--- config.mk ---
export PLATFORM = sky130hd
export DESIGN_NAME = ram_address_generator
export DESIGN_NICKNAME = d
export VERILOG_FILES = /design/src/rtl/ram_address_generator.sv
export SDC_FILE = /design/constraint.sdc
export NUM_CORES = 1
export LEC_CHECK = 0
export ABC_AREA = 0
export BUFFER_PORTS_ARGS = -buffer_cell sky130_fd_sc_hd__buf_2
export CORE_MARGIN = 2
export CORE_UTILIZATION = 50
export DETAILED_ROUTE_END_ITERATION = 7
export PLACE_DENSITY = 0.8
export SLEW_MARGIN = 20
export SYNTH_ARGS = -nofsm -noshare
export SYNTH_HDL_FRONTEND = slang
export SYNTH_SLANG_ARGS = --single-unit
--- constraint.sdc ---
create_clock -name clk -period 2.5 [get_ports clk]
set_clock_uncertainty 0.15 [all_clocks]
set_input_delay 0.125 -clock clk [delete_from_list [all_inputs] [get_ports clk]]
set_output_delay 0.125 -clock clk [all_outputs]
set_load 0.03 [all_outputs]
--- src/rtl/ram_address_generator.sv ---
`default_nettype none
// ============================================================================
// Module   : ram_address_generator
// Brief    : Sequential RAM address generator with wrap and burst pacing.
// Revision : 1.0 - initial release
// ============================================================================
module ram_address_generator #(
  parameter int ADDRESS_WIDTH   = 14,
  parameter int MAX_RAM_ADDRESS = 16384,
  parameter int BURST_LEN       = 8
) (
  input  logic                     clk,
  input  logic                     reset,
  input  logic                     enable,
  input  logic                     start,
  input  logic                     abort,
  input  logic [ADDRESS_WIDTH-1:0] start_addr,
  input  logic [ADDRESS_WIDTH-1:0] end_addr,
  input  logic                     wrap_mode,
  input  logic                     burst_mode,
  input  logic                     burst_req,
  output logic [ADDRESS_WIDTH-1:0] ram_addr,
  output logic                     addr_valid,
  output logic                     burst_done,
  output logic                     wrap,
  output logic                     done,
  output logic                     busy
);

  localparam int                     c_cnt_w     = $clog2(BURST_LEN + 1);
  localparam logic [1:0]             c_idle      = 2'd0;
  localparam logic [1:0]             c_run       = 2'd1;
  localparam logic [1:0]             c_wait      = 2'd2;
  localparam logic [1:0]             c_done      = 2'd3;
  localparam logic [ADDRESS_WIDTH-1:0] c_last_addr = ADDRESS_WIDTH'(MAX_RAM_ADDRESS - 1);
  localparam logic [ADDRESS_WIDTH-1:0] c_addr_one  = ADDRESS_WIDTH'(1);
  localparam logic [c_cnt_w-1:0]     c_cnt_one   = c_cnt_w'(1);
  localparam logic [c_cnt_w-1:0]     c_cnt_last  = c_cnt_w'(BURST_LEN - 1);

  logic [1:0]               r_state, w_state_nxt;
  logic [ADDRESS_WIDTH-1:0] r_addr, w_addr_nxt;
  logic [ADDRESS_WIDTH-1:0] r_start, w_start_nxt;
  logic [ADDRESS_WIDTH-1:0] r_end, w_end_nxt;
  logic                     r_wrap_mode, w_wrap_mode_nxt;
  logic                     r_burst_mode, w_burst_mode_nxt;
  logic [c_cnt_w-1:0]       r_cnt, w_cnt_nxt;
  logic                     r_burst_done, w_burst_done_nxt;
  logic                     r_wrap, w_wrap_nxt;
  logic                     r_done, r_busy;

  logic                     w_cfg_ok;
  logic                     w_at_end;
  logic                     w_burst_last;
  logic [ADDRESS_WIDTH-1:0] w_addr_inc;

  assign w_cfg_ok     = (32'(start_addr) < MAX_RAM_ADDRESS) && (32'(end_addr) < MAX_RAM_ADDRESS);
  assign w_at_end     = (r_addr == r_end);
  assign w_burst_last = (r_cnt == c_cnt_last);
  // Modulo increment: the address space need not be a power of two.
  assign w_addr_inc   = (r_addr == c_last_addr) ? '0 : r_addr + c_addr_one;

  always_ff @(posedge clk) begin
    if (reset) begin
      r_state      <= c_idle;
      r_addr       <= '0;
      r_start      <= '0;
      r_end        <= '0;
      r_wrap_mode  <= 1'b0;
      r_burst_mode <= 1'b0;
      r_cnt        <= '0;
      r_burst_done <= 1'b0;
      r_wrap       <= 1'b0;
      r_done       <= 1'b0;
      r_busy       <= 1'b0;
    end else begin
      r_state      <= w_state_nxt;
      r_addr       <= w_addr_nxt;
      r_start      <= w_start_nxt;
      r_end        <= w_end_nxt;
      r_wrap_mode  <= w_wrap_mode_nxt;
      r_burst_mode <= w_burst_mode_nxt;
      r_cnt        <= w_cnt_nxt;
      r_burst_done <= w_burst_done_nxt;
      r_wrap       <= w_wrap_nxt;
      r_done       <= (w_state_nxt == c_done);
      r_busy       <= (w_state_nxt == c_run) || (w_state_nxt == c_wait);
    end
  end

  always_comb begin
    w_state_nxt      = r_state;
    w_addr_nxt       = r_addr;
    w_start_nxt      = r_start;
    w_end_nxt        = r_end;
    w_wrap_mode_nxt  = r_wrap_mode;
    w_burst_mode_nxt = r_burst_mode;
    w_cnt_nxt        = r_cnt;
    w_burst_done_nxt = 1'b0;
    w_wrap_nxt       = 1'b0;
    if (abort) begin
      w_state_nxt = c_idle;
    end else begin
      case (r_state)
        c_idle, c_done: begin
          if (start && w_cfg_ok) begin
            w_state_nxt      = c_run;
            w_addr_nxt       = start_addr;
            w_start_nxt      = start_addr;
            w_end_nxt        = end_addr;
            w_wrap_mode_nxt  = wrap_mode;
            w_burst_mode_nxt = burst_mode;
            w_cnt_nxt        = '0;
          end
        end
        c_run: begin
          if (enable) begin
            // Sequence end without wrap takes precedence over a burst boundary.
            if (w_at_end && !r_wrap_mode) begin
              w_state_nxt = c_done;
            end else begin
              if (w_at_end) begin
                w_addr_nxt = r_start;
                w_wrap_nxt = 1'b1;
              end else begin
                w_addr_nxt = w_addr_inc;
              end
              if (r_burst_mode) begin
                if (w_burst_last) begin
                  w_cnt_nxt        = '0;
                  w_state_nxt      = c_wait;
                  w_burst_done_nxt = 1'b1;
                end else begin
                  w_cnt_nxt = r_cnt + c_cnt_one;
                end
              end
            end
          end
        end
        c_wait: begin
          if (burst_req) begin
            w_state_nxt = c_run;
          end
        end
        default: w_state_nxt = c_idle;
      endcase
    end
  end

  always_comb begin
    addr_valid = (r_state == c_run) && enable;
    ram_addr   = r_addr;
    burst_done = r_burst_done;
    wrap       = r_wrap;
    done       = r_done;
    busy       = r_busy;
  end

endmodule
`default_nettype wire

==> run_results.csv, run 1 <==
group,metric,value,unit
cells_and_area,drive_gt1_share,22.67,%
cells_and_area,fill_cells,436,
floorplan,io-pin-count,55,
global_routing,grt_pass1_vias,2799,
setup_path,critPathArrivalTime,2.36,ns
logic_synthesis,ys_top_cells_by_count,"nand2_1 (76), dfxtp_1 (54), a21oi_1 (45), nor2_1 (25), xnor2_1 (18)",
detailed_routing,drtPass1Iterations,4,
run_status,status,"complete, no violations",
detailed_routing,dr.max_layer_used,"met4",
logic_synthesis,synth_edf_count,0,
cells_and_area,antenna_cells,0,
cells_and_area,multi_input_area,1620,um^2
logic_synthesis,yosys.area_share.simple,24.74,%
logic_synthesis,synth_top_family_by_area,"simple AND/OR/NAND/NOR gates",
setup_path,critical_path_class,"flip-flop to flip-flop",
timing,slew_headroom,54.55,%
detailed_routing,wl_met1,3.434,mm
clocking,cts_tree,"done",
clocking,cts_buffer_depth,2,
power,p_comb_share,22.6,%
timing,setup_viol,0,
logic_synthesis,yosys-top-cells-area,"dfxtp_1 (38%), nand2_1 (10%), a21oi_1 (7.9%)",
place,hpwl,5.360,mm
timing,tightest_slew,0.6818,ns
setup_path,slowest_stage,"dfxtp_1",
logic_synthesis,syn_inst,356,
floorplan,die_w,79.60,um
logic_synthesis,synth_top_area_cell,"dfxtp_1",
logic_synthesis,avgSynthCellArea,8.027,um^2
global_routing,grt_pass1_wl,12.94,mm
logic_synthesis,synthMuxAreaShare,1.401,%
floorplan,dieArea,6336,um^2
global_routing,grt_start_max_net_pins,34,
cells_and_area,fin_area,3725,um^2
power,ir_worst_vdd,308.7,uV
timing,slew_violations,0,
setup_path,worst_setup_path_start_kind,"flip-flop",
detailed_routing,num_vias,2976,
logic_synthesis,synth-seq-cells,54,
timing,hold_violations,0,
timing,final.setup.tns,0,ns
place,io_buffers,54,
detailed_routing,wl_met3,501,um
logic_synthesis,netlist_area,2858,um^2
power,leakagePower,0.001456,uW
power,p_seq_share,47.1,%
place,gp_congestion,0.8677,
power,p_sw,594.5,uW
setup_path,cpPeakStageDelay,0.44,ns
floorplan,die_y,79.60,um
hold_path,whs_endpoint,"r_state[0]",
setup_path,critPathMaxFanout,5,
logic_synthesis,ys_async_sr_fraction,0,%
clocking,cts-htree-levels,2,
power,clkPwrFrac,30.2,%
setup_path,r2r_cells,8,
setup_path,cp.required,2.53,ns
cells_and_area,layout.nets,491,
hold_path,worstHoldStart,"burst_req",
power,power_density,534.8,nW/um^2
hold_path,hold_class,"input port to flip-flop",
detailed_routing,viasPerCell,5.701,
setup_path,reg2reg_slack,0.17,ns
logic_synthesis,synthAdderAreaFrac,2.627,%
detailed_routing,drt.antenna.violating_nets,0,
logic_synthesis,syn_nets,398,
clocking,cts.sinks,54,
global_routing,grt_usage,26.05,%
clocking,clkTransAtPathRegs,0.10,ns
logic_synthesis,synth_warnings,0,
floorplan,start_util,51.90,%
setup_path,r2r_start,"ram_addr[6]",
clocking,cts_root_buf,"clkbuf_8",
setup_path,r2r_end,"busy",
timing,min_period,2.330,ns
setup_path,crit_path_frequent_cell,"a211oi_1",
cells_and_area,area_growth_syn_to_layout,30.34,%
floorplan,rows,27,
logic_synthesis,synth_compound_area_share,19.92,%
logic_synthesis,synthXorXnorAreaFrac,7.925,%
global_routing,grt_overflow_total,0,
clocking,clk_latency,0.32,ns
logic_synthesis,synth_top_area_share,37.83,%
global_routing,antenna_found_initial,0,
logic_synthesis,synth.most_common_cell,"nand2_1",
power,swShare,29.84,%
hold_path,hold_depth,5,
detailed_routing,wire_per_inst,15.28,um
power,p_int,1398,uW
place,placed_area,3282,um^2
detailed_routing,wl,7.975,mm
cells_and_area,register_area,1084,um^2
timing,min_period_over_period,93.22,%
detailed_routing,wl_met2,3.901,mm
run,drv_cap,0,
detailed_routing,drc,0,
clocking,cts_made_buffers,5,
logic_synthesis,ys.flop_type,"dfxtp_1",
setup_path,end_kind,"flip-flop",
timing,clock.fmax,429.1,MHz
floorplan,placeableCoreArea,5507,um^2
cells_and_area,post-route-util,67.64,%
setup_path,critPathLaunch,"ram_addr[6]",
detailed_routing,drt_iter0_drc,212,
setup_path,path_cells,"xnor2_1 > nand4_1 > nor4_4 > and2b_2 > a211oi_1 > a211oi_1 > ha_1 > nor2b_1",
logic_synthesis,synth.distinct_cells,51,
logic_synthesis,ys_seq_area_share,37.83,%
cells by family (layout without fill, tap and decap cells):
family	Yosys count	in the layout
and+or+nand+nor	151	151
AOI/OAI and AO/OA	84	84
DFF	54	54
buffers and inverters	32	126
xor gates and xnor gates	25	25
adders and majority gates	6	6
muxes	4	4
power by group through the flow:
stage | Combinational, uW | Sequential, uW | Clock, uW
2_1_floorplan | 228 | 996 | 0
3_3_place_gp | 397 | 956 | 0
3_5_place_dp | 405 | 956 | 0
4_1_cts | 445 | 937 | 608
5_1_grt | 491 | 943 | 629
6_report | 451 | 939 | 602
per-stage QoR:
stage          hold WS, ns  setup WS (ns)  power, uW  std cells
6_report            0.1579         0.1696       1992        522
5_1_grt             0.2053     -0.0002176       2063        522
4_1_cts             0.1445        0.08736       1991        522
3_5_place_dp        0.2220         0.1138       1361        482
3_3_place_gp        0.2188         0.1902       1353        482
2_1_floorplan      0.04386        0.01907       1224        356
registers in the layout, indices dropped and copies added, names as in the netlist:
name          count
r_start          14
r_end            14
burst_done        1
r_burst_mode      1
r_wrap_mode       1
busy              1
r_state           2
ram_addr         14
done              1
r_cnt             4
wrap              1
area by class of cell:
type	instances	share of cell area, %
clock buffer	5	1.847
clock inverter	3	1.209
inverter	8	0.8062
multi-input combinational	270	43.50
sequential	54	29.09
tap	72	2.419
timing repair buffer	110	21.13
worst max-delay path, delay by kind of cell (launching register included):
family	cells	cell delay, ns
adders and majority gates	1	0.27
DFF	1	0.44
AOI/OAI and AO/OA	2	0.38
xor gates and xnor gates	1	0.14
and+or+nand+nor	4	0.82
cells in the final DEF, fill, tap and decap left out, types with 3 or more instances in the layout:
| cell type | n |
|---|---|
| and4_1 | 3 |
| mux2i_1 | 4 |
| a211oi_2 | 5 |
| a21oi_1 | 45 |
| buf_2 | 54 |
| xnor2_1 | 18 |
| nor2b_1 | 3 |
| ha_1 | 6 |
| buf_4 | 22 |
| nand4_1 | 6 |
| nand3_1 | 9 |
| xor2_1 | 6 |
| nor2_1 | 25 |
| nand2_1 | 76 |
| dlygate4sd3_1 | 32 |
| nor3_1 | 11 |
| o311ai_0 | 5 |
| clkbuf_8 | 5 |
| a32o_1 | 4 |
| dfxtp_1 | 52 |
| a211oi_1 | 6 |
| inv_1 | 7 |
| o21ai_0 | 4 |
| a211o_1 | 3 |
worst max path at each step:
stage / to / slack [ns] / cells after the start
global route: ram_addr[0] / -0.0002 / 8
global placement: busy / 0.19 / 8
CTS: ram_addr[0] / 0.09 / 8
finish: busy / 0.17 / 8
detailed placement: ram_addr[0] / 0.11 / 8
floorplan: busy / 0.02 / 9
repair_timing:
action | CTS | global route
endpoints found under the hold margin | 36 | 0
hold buffers | 32 | 0
setup buffers | 0 | 0
endpoints found under the setup margin | 0 | 13
gates resized for setup | 0 | 4
routing by layer:
layer	up-vias	track usage, %
li1	1429	-
met2	133	44.03
met1	1398	33.19
met3	16	4.638
met4	0	9.310
met5	-	0
Power figures use the tool's default switching activity.
==> inputs of run 2 (changes only) <==
--- a/config.mk
+++ b/config.mk
@@ -8,9 +8,10 @@
 export ABC_AREA = 0
 export BUFFER_PORTS_ARGS = -buffer_cell sky130_fd_sc_hd__buf_2
 export CORE_MARGIN = 2
-export CORE_UTILIZATION = 50
+export CORE_UTILIZATION = 55
 export DETAILED_ROUTE_END_ITERATION = 7
-export PLACE_DENSITY = 0.8
+export PLACE_DENSITY = 0.83
+export RECOVER_POWER = 25
 export SLEW_MARGIN = 20
 export SYNTH_ARGS = -nofsm -noshare
 export SYNTH_HDL_FRONTEND = slang
==> constraint.sdc (replaced) <==
create_clock -name clk -period 2.52 [get_ports clk]
set_clock_uncertainty 0.15 [all_clocks]
set_input_delay 0.126 -clock clk [delete_from_list [all_inputs] [get_ports clk]]
set_output_delay 0.126 -clock clk [all_outputs]
set_load 0.03 [all_outputs]
==> run 2 against run 1 <==
Clock power about the same. Routed wire length up 3.5%. Critical path type unchanged. Critical path depth unchanged. Die area down 8.6%.
==> run_results.csv, run 2 (synthesized netlist as in run 1, its figures left out) <==
group,metric,value,unit
cells_and_area,area_growth_syn_to_layout,28.33,%
setup_path,cp.required,2.56,ns
global_routing,grt_start_max_net_pins,35,
floorplan,rows,26,
clocking,clkTransAtPathRegs,0.10,ns
power,p_int,1399,uW
detailed_routing,drc,0,
cells_and_area,layout.nets,488,
power,power_density,539.1,nW/um^2
cells_and_area,antenna_cells,0,
setup_path,crit_family,"simple AND/OR/NAND/NOR gates",
clocking,cts-htree-levels,2,
cells_and_area,drive_gt1_share,17.49,%
clocking,cts.sinks,54,
floorplan,placeableCoreArea,5075,um^2
power,ir_worst_vdd,340.9,uV
detailed_routing,wire_per_inst,15.99,um
place,place_inst,477,
global_routing,grt_usage,28.86,%
setup_path,cpPeakStageDelay,0.33,ns
global_routing,grt_pass1_vias,2865,
detailed_routing,drtPass1Iterations,5,
hold_path,worstHoldStart,"burst_req",
timing,tightest_slew,0.6857,ns
run_status,status,"complete, no violations",
timing,slew_headroom,54.29,%
run,drv_cap,0,
global_routing,grt_overflow_total,0,
clocking,clk_latency,0.31,ns
cells_and_area,final_common_cell,"nand2_1",
place,gp_congestion,0.8823,
setup_path,reg2reg_slack,0.13,ns
timing,setup_viol,0,
clocking,cts_root_buf,"clkbuf_8",
power,p_sw,578.4,uW
cells_and_area,fill_cells,415,
floorplan,start_util,56.31,%
hold_path,hold_class,"input port to flip-flop",
setup_path,end_kind,"flip-flop",
clocking,cts_buffer_depth,2,
clocking,post-cts-setup-buffers,0,
floorplan,dieArea,5788,um^2
detailed_routing,drt.antenna.violating_nets,0,
power,swShare,29.25,%
cells_and_area,post-route-util,72.26,%
timing,min_period,2.392,ns
timing,min_period_over_period,94.92,%
place,hpwl,5.429,mm
power,clkPwrFrac,30.4,%
timing,final.setup.tns,0,ns
detailed_routing,num_vias,2987,
floorplan,die_y,76.08,um
setup_path,path_buf_inv,0,
timing,slew_violations,0,
detailed_routing,viasPerCell,5.789,
setup_path,path_cells,"xnor2_1 > nand4_1 > nor4_4 > and2b_1 > a211oi_1 > nor4_1 > ha_1 > nor2b_1",
setup_path,critPathMaxFanout,3,
power,leakagePower,0.001370,uW
setup_path,r2r_start,"r_end[9]",
setup_path,critPathLaunch,"r_end[9]",
timing,clock.fmax,418.0,MHz
floorplan,io-pin-count,55,
setup_path,slowest_stage,"dfxtp_1",
cells_and_area,final_cells,516,
detailed_routing,drt_iter0_drc,272,
power,p_seq_share,47.3,%
timing,hold_violations,0,
detailed_routing,wl,8.252,mm
global_routing,grt_pass1_wl,13.48,mm
timing,hold_slack,0.1470,ns
setup_path,worst_setup_path_start_kind,"flip-flop",
clocking,cts_made_buffers,5,
place,io_buffers,54,
setup_path,critPathArrivalTime,2.43,ns
timing,rsz0062_at_grt,"no",
setup_path,critical_path_class,"flip-flop to flip-flop",
floorplan,die_w,76.08,um
power,p_comb_share,22.3,%
clocking,cts_tree,"done",
global_routing,antenna_found_initial,0,
cells_and_area,final_cell_mix,"nand2_1 (76), dfxtp_1 (54), a21oi_1 (45)",
run 2: changes by cell type in the layout (fill, tap and decap cells not counted), sizes merged:
cell	change
buf	-21
clkbuf	+19
clkinvlp	-2
run 2: power groups by stage:
stage	sequential (uW)	clock (uW)	combinational [uW]
after floorplan	988	0	226
after global placement	951	0	382
after detailed placement	952	0	393
after CTS	933	604	436
after global routing	939	639	477
final	935	600	441
run 2: worst min-delay path, cell delays in order:
cell and delay, ns:
buf_2 0.11, a21oi_1 0.06, a21oi_1 0.11, a211oi_1 0.08
nor2_1 0.10
run 2: stage by stage:
stage	total power (uW)	area (um^2)	setup slack [ns]
CTS	1972	3677	0.06902
global route	2056	3667	0.0008182
finish	1977	3667	0.1279
detailed placement	1345	3244	0.1173
floorplan	1214	2858	0.03907
global placement	1333	3244	0.1629
run 2: path summary, 6_finish.rpt:
| check | endpoint | cells past startpoint |
|---|---|---|
| max | busy | 8 |
| min | r_state[0] | 5 |
| max reg2reg | busy | 8 |
| min reg2reg | r_start[13] | 2 |
run 2: cell type report:
type | count | area, um^2 | share of cell area, %
clock inverters | 1 | 30.03 | 0.8188
well taps | 70 | 87.58 | 2.388
multi-input cells | 270 | 1627 | 44.35
clock buffers | 6 | 82.58 | 2.252
flip-flops and latches | 54 | 1081 | 29.48
repair buffers | 107 | 729.5 | 19.89
inverters | 8 | 30.03 | 0.8188
run 2: metal layers:
metal	routed length (um)	part of all wire [%]	GRT usage, %	up-vias
li1	-	-	-	1413
met2	4133	50	52.32	149
met1	3362	41	34.88	1398
met5	0	0	0	-
met4	203	2.5	9.273	0
met3	553	6.7	4.739	27
run 2: timing repair:
| item | in CTS | in global routing |
|---|---|---|
| resized for setup | 0 | 2 |
| hold buffers | 32 | 0 |
| hold endpoints to repair | 33 | 0 |
| setup endpoints to repair | 0 | 8 |
